**src/rtl/mix_columns_seq_pkg.sv**
```systemverilog
// Shared AES datapath definitions: state geometry and the MixColumns sequencer FSM encoding.
package mix_columns_seq_pkg;

  localparam int STATE_W  = 128;
  localparam int COL_W    = 32;
  localparam int NUM_COLS = 4;

  // Sequencer states; the round controller reuses this encoding.
  typedef enum logic [1:0] {
    IDLE = 2'd0,
    RUN  = 2'd1,
    DONE = 2'd2
  } mixseq_state_t;

endpackage

```
**src/rtl/mix_columns_seq_msc.sv**
```systemverilog
// MixSingleColumn: combinational GF(2^8) mix of one 32-bit AES column.
// Byte 0 of the column is the MSB.
module mix_single_column
  import mix_columns_seq_pkg::*;
(
  input  logic [COL_W-1:0] i_col,
  output logic [COL_W-1:0] o_col
);

  // Multiply by x (i.e. {02}) in GF(2^8) with the AES polynomial.
  function automatic logic [7:0] xtime(input logic [7:0] a);
    logic [7:0] r;
    if (a[7]) begin
      r = {a[6:0], 1'b0} ^ 8'h1b;
    end else begin
      r = {a[6:0], 1'b0};
    end
    return r;
  endfunction

  logic [7:0] w_a0, w_a1, w_a2, w_a3;

  assign w_a0 = i_col[31:24];
  assign w_a1 = i_col[23:16];
  assign w_a2 = i_col[15:8];
  assign w_a3 = i_col[7:0];

  // Circulant matrix {02,03,01,01}; {03}*a is written as xtime(a)^a.
  always_comb begin
    o_col[31:24] = xtime(w_a0) ^ xtime(w_a1) ^ w_a1 ^ w_a2 ^ w_a3;
    o_col[23:16] = w_a0 ^ xtime(w_a1) ^ xtime(w_a2) ^ w_a2 ^ w_a3;
    o_col[15:8]  = w_a0 ^ w_a1 ^ xtime(w_a2) ^ xtime(w_a3) ^ w_a3;
    o_col[7:0]   = xtime(w_a0) ^ w_a0 ^ w_a1 ^ w_a2 ^ xtime(w_a3);
  end

endmodule

```
**src/rtl/mix_columns_seq.sv**
```systemverilog
// Area-reduced MixColumns: one MixSingleColumn instance reused over the four
// columns of a buffered state, one column per cycle, with valid/ready on both sides.
module mix_columns_seq #(
  parameter int NUM_COLS = 4,
  parameter int COL_W    = 32
) (
  input  logic                  clk,
  input  logic                  rst_n,
  input  logic                  in_valid,
  output logic                  in_ready,
  input  logic [NUM_COLS*COL_W-1:0] in_state,
  input  logic                  in_bypass,
  output logic                  out_valid,
  input  logic                  out_ready,
  output logic [NUM_COLS*COL_W-1:0] out_state,
  output logic                  busy
);

  import mix_columns_seq_pkg::mixseq_state_t;
  import mix_columns_seq_pkg::IDLE;
  import mix_columns_seq_pkg::RUN;
  import mix_columns_seq_pkg::DONE;

  localparam int SW  = NUM_COLS * COL_W;
  localparam int CIW = $clog2(NUM_COLS);
  localparam logic [CIW-1:0] LAST_COL = CIW'(NUM_COLS - 1);

  mixseq_state_t    r_state;
  mixseq_state_t    w_state_nxt;
  logic [CIW-1:0]   r_col_idx;
  logic [SW-1:0]    r_buf;
  logic [SW-1:0]    w_buf_wb;
  logic [COL_W-1:0] w_col_in;
  logic [COL_W-1:0] w_col_out;
  logic             w_accept;

  assign in_ready  = (r_state == IDLE) | ((r_state == DONE) & out_ready);
  assign w_accept  = in_valid & in_ready;
  assign out_valid = (r_state == DONE);
  assign busy      = (r_state != IDLE);
  assign out_state = r_buf;

  // Column read mux: column 0 sits in the top 32 bits.
  assign w_col_in = r_buf[SW-1-COL_W*int'(r_col_idx) -: COL_W];

  mix_single_column u_msc (
    .i_col (w_col_in),
    .o_col (w_col_out)
  );

  // Write-back decode: replace only the column currently being mixed.
  always_comb begin
    w_buf_wb = r_buf;
    for (int c = 0; c < NUM_COLS; c++) begin
      if (r_col_idx == CIW'(c)) begin
        w_buf_wb[SW-1-COL_W*c -: COL_W] = w_col_out;
      end else begin
        w_buf_wb[SW-1-COL_W*c -: COL_W] = r_buf[SW-1-COL_W*c -: COL_W];
      end
    end
  end

  // Next-state logic; a DONE handshake with a new input goes straight to RUN/DONE.
  always_comb begin
    w_state_nxt = r_state;
    case (r_state)
      IDLE: begin
        if (w_accept) begin
          w_state_nxt = in_bypass ? DONE : RUN;
        end else begin
          w_state_nxt = IDLE;
        end
      end
      RUN: begin
        if (r_col_idx == LAST_COL) begin
          w_state_nxt = DONE;
        end else begin
          w_state_nxt = RUN;
        end
      end
      DONE: begin
        if (out_ready & in_valid) begin
          w_state_nxt = in_bypass ? DONE : RUN;
        end else if (out_ready) begin
          w_state_nxt = IDLE;
        end else begin
          w_state_nxt = DONE;
        end
      end
      default: w_state_nxt = IDLE;
    endcase
  end

  // FSM state register.
  always_ff @(posedge clk or negedge rst_n) begin
    if (!rst_n) begin
      r_state <= IDLE;
    end else begin
      r_state <= w_state_nxt;
    end
  end

  // State buffer and column counter: load on accept, write back one column per RUN cycle.
  always_ff @(posedge clk or negedge rst_n) begin
    if (!rst_n) begin
      r_buf     <= {SW{1'b0}};
      r_col_idx <= {CIW{1'b0}};
    end else if (w_accept) begin
      r_buf     <= in_state;
      r_col_idx <= {CIW{1'b0}};
    end else if (r_state == RUN) begin
      r_buf     <= w_buf_wb;
      r_col_idx <= r_col_idx + CIW'(1);
    end else begin
      r_buf     <= r_buf;
      r_col_idx <= r_col_idx;
    end
  end

endmodule

```
**config.mk**
```make
export PLATFORM = sky130hd
export DESIGN_NAME = mix_columns_seq
export DESIGN_NICKNAME = d
export VERILOG_FILES = /design/src/rtl/mix_columns_seq_pkg.sv /design/src/rtl/mix_columns_seq_msc.sv /design/src/rtl/mix_columns_seq.sv
export SDC_FILE = /design/constraint.sdc
export NUM_CORES = 1
export LEC_CHECK = 0
export ABC_AREA = 1
export CORE_MARGIN = 1.5
export CORE_UTILIZATION = 46
export CTS_BUF_LIST = sky130_fd_sc_hd__clkbuf_8
export CTS_CLUSTER_DIAMETER = 40
export DETAILED_ROUTE_END_ITERATION = 10
export PLACE_DENSITY = 0.89
export SYNTH_ARGS = -nofsm -noshare
export SYNTH_HDL_FRONTEND = slang
export SYNTH_SLANG_ARGS = --single-unit
```
**constraint.sdc**
```tcl
create_clock -name clk -period 2 [get_ports clk]
set_input_delay 0.2 -clock clk [delete_from_list [all_inputs] [get_ports clk]]
set_output_delay 0.2 -clock clk [all_outputs]
set_load 0.01 [all_outputs]
```
==> metrics.cfg <==
[run_status]
outcome=finished, violations left
violations=negative setup slack

[timing]
fin_worst_skew_ns=0.01138
tightest_slew_ns=0.5935
drv_slew=0
max_freq_mhz=476.5
maxSlewHeadroom_pct=60.44
rsz0062_at_grt=true
hold_ws_ns=0.1902
fin_crit_sh_pct=104.9
setup_viol=44
hold_violations=0
period_needed_ns=2.098
setup-tns-final_ns=-1.343
setup_ws_ns=-0.09846

[yosys]
synth_edf_count=0
synth_async_sr_flop_share_pct=100.0
synthSimpleGateAreaFrac_pct=42.94
yosysSeqAreaShare_pct=32.53
ys_top_cells_by_count=nand2_1, nand3_1, dfrtp_1, inv_1, a32o_1
synth-xor-area-share_pct=0.6777
synthAdderAreaFrac_pct=0.4929
synthCells=1527
syn_area_mm2=0.01015
synth_area_per_cell_um2=6.650
yosysUniqueCellTypes=29
yosysMostFrequentCell=nand2_1
synthFlopType=dfrtp_1
synth_area_leaders=dfrtp_1, nand2_1, a32o_1, nand3_1, nand4_1
synth_top_family_by_area=simple AND/OR/NAND/NOR gates
yosys.area.top_type=dfrtp_1
synth.area.mux_share_pct=0
ys_seq_elements=132
yosysTopAreaCellShare_pct=32.53
synth_nets=1664
synth-compound-area-share_pct=13.64
yosys_warnings=0

[critical_path]
endpoint_kind=flip-flop
cp-start-kind=flip-flop
crit_arrival_ns=2.46
reg2regPathDepth=13
timing.rr.start=r_col_idx[0]
rrSetupSlack_ns=-0.1
path_max_fanout=16
worst-setup-path-type=reg -> reg
worstSetupEndpoint=out_state[75]
startpoint=r_col_idx[0]
r2r_end=out_state[75]
cp_data_required_time_ns=2.36

[routing]
wl_um=39350
vias=12440
route.detailed.drc=0
first_iter_violations=1312
via_per_inst=5.887
drt-pass1-iter-count=8
wl_per_cell_um=18.62
ant_nets=0

[clock_tree]
clockBufferDepth=2
cts.sinks=132
clockRootBuffer=clkbuf_8
h-tree-depth=4
clkSlewWorstSetupHoldPaths_ns=0.08
numCtsBuffers=17
clk-insertion-delay-late_ns=0.47
cts_tree=yes

[floorplanning]
start_util_pct=46.68
die_w_um=151.6
die_y_um=151.6
num_io_pins=264
die_area_mm2=0.02298
rows=54
coreArea_mm2=0.02176

[cells_and_area]
diodes=0
fin_cells=2113
finish.net_count=1958
layout-drive-gt1-share_pct=13.69
area.growth.synth_to_final_pct=42.06
final_cell_area_mm2=0.01443

[global_route]
grt_overflow=0
grt_util_all_layers_pct=34.29
antenna_found_initial=0
grt_pass1_wl_um=60750
grt_pass1_vias=11910
grt_max_degree=131

[placement]
dp_hpwl_um=29200
place_area_mm2=0.01366
io_buffer_count=263
gp_congestion=1.009
dp.cells=2079

[worst_hold_path]
min_path_type=in -> reg

[run]
maxCapViolations=0

-- layout make-up --
class	count	area [µm²]
multi-input combinational	1174	6146
inverter	129	491.7
clock buffer	22	302.8
tap	280	350.3
clock inverter	9	125.1
fill	1839	7330
timing repair inverter	1	8.758
timing repair buffer	366	3695
sequential	132	3307
-- metrics by stage --
step,worst slack (ns),utilization [%]
3_3_place_gp,-0.002623,62.80
5_1_grt,-0.2082,66.31
3_5_place_dp,-0.04406,62.80
4_1_cts,-0.03837,65.12
2_1_floorplan,0.1388,-
6_report,-0.09846,66.31
-- how the worst min path moves through the flow --
stage	slack (ns)	end	cells after the start	start
after global placement	0.16	out_state[43]	1	rst_n
after detailed placement	0.16	out_state[11]	1	rst_n
final	0.19	out_state[127]	4	in_valid
after global routing	0.22	out_state[127]	4	in_valid
after CTS	0.18	out_state[127]	4	in_valid
after floorplan	-0.1	out_state[0]	0	rst_n
-- worst max-delay path, cell delays in order, from the launching register on --
cell and delay (ns):
dfrtp_2 0.52, inv_6 0.23, buf_4 0.16, nand2_1 0.07
nand2_1 0.07, nand2_1 0.09, nand2_2 0.15, nand2_1 0.09
nand2_1 0.09, nand2_1 0.05, nand2_1 0.09, nand2_1 0.17
nand4_1 0.14, nand2_1 0.05
-- cells in the final DEF, fill, tap and decap left out, drive strengths merged --
| cell type | instances |
|---|---|
| nor2 | 6 |
| a31oi | 1 |
| ha | 4 |
| clkdlybuf4s50 | 260 |
| dfrtp | 132 |
| a32o | 109 |
| xnor2 | 7 |
| buf | 104 |
| clkinvlp | 2 |
| o21ai | 11 |
| nand2 | 743 |
| clkbuf | 22 |
| inv | 122 |
| nand4 | 88 |
| dlygate4sd3 | 1 |
| nand3b | 3 |
| dlygate4sd2 | 1 |
| bufinv | 3 |
| a21oi | 3 |
| nand3 | 171 |
| clkinv | 12 |
| o21bai | 28 |
-- kinds of logic after synthesis --
| kind of cell | after synthesis |
|---|---|
| flip-flops | 132 |
| buffers and inverters | 221 |
| adder cells (fa/ha/maj) | 4 |
| AND/OR/NAND/NOR | 1011 |
| AO/OA/AOI/OAI | 152 |
| XOR/XNOR | 7 |
-- repair_timing --
action,4_1_cts,5_1_grt
pin swaps,1,1
cloned,1,0
endpoints found under the hold margin,29,0
gates resized for setup,20,67
endpoints found under the setup margin,65,128
hold buffers,1,0
buffers inserted,0,1
-- routing by layer --
metal	track usage, %	wire, µm
met5	0	0
met4	16.92	1510
met1	43.22	14870
met3	6.826	4261
met2	56.11	18700
-- sequential cells by signal, summed over array words and instances, names as in the netlist --
name	count
r_state	2
out_state	128
r_col_idx	2
Power is left out: the tool's default activity adds up to more than one toggle a clock period on the data nets, which glitch-free logic cannot reach.
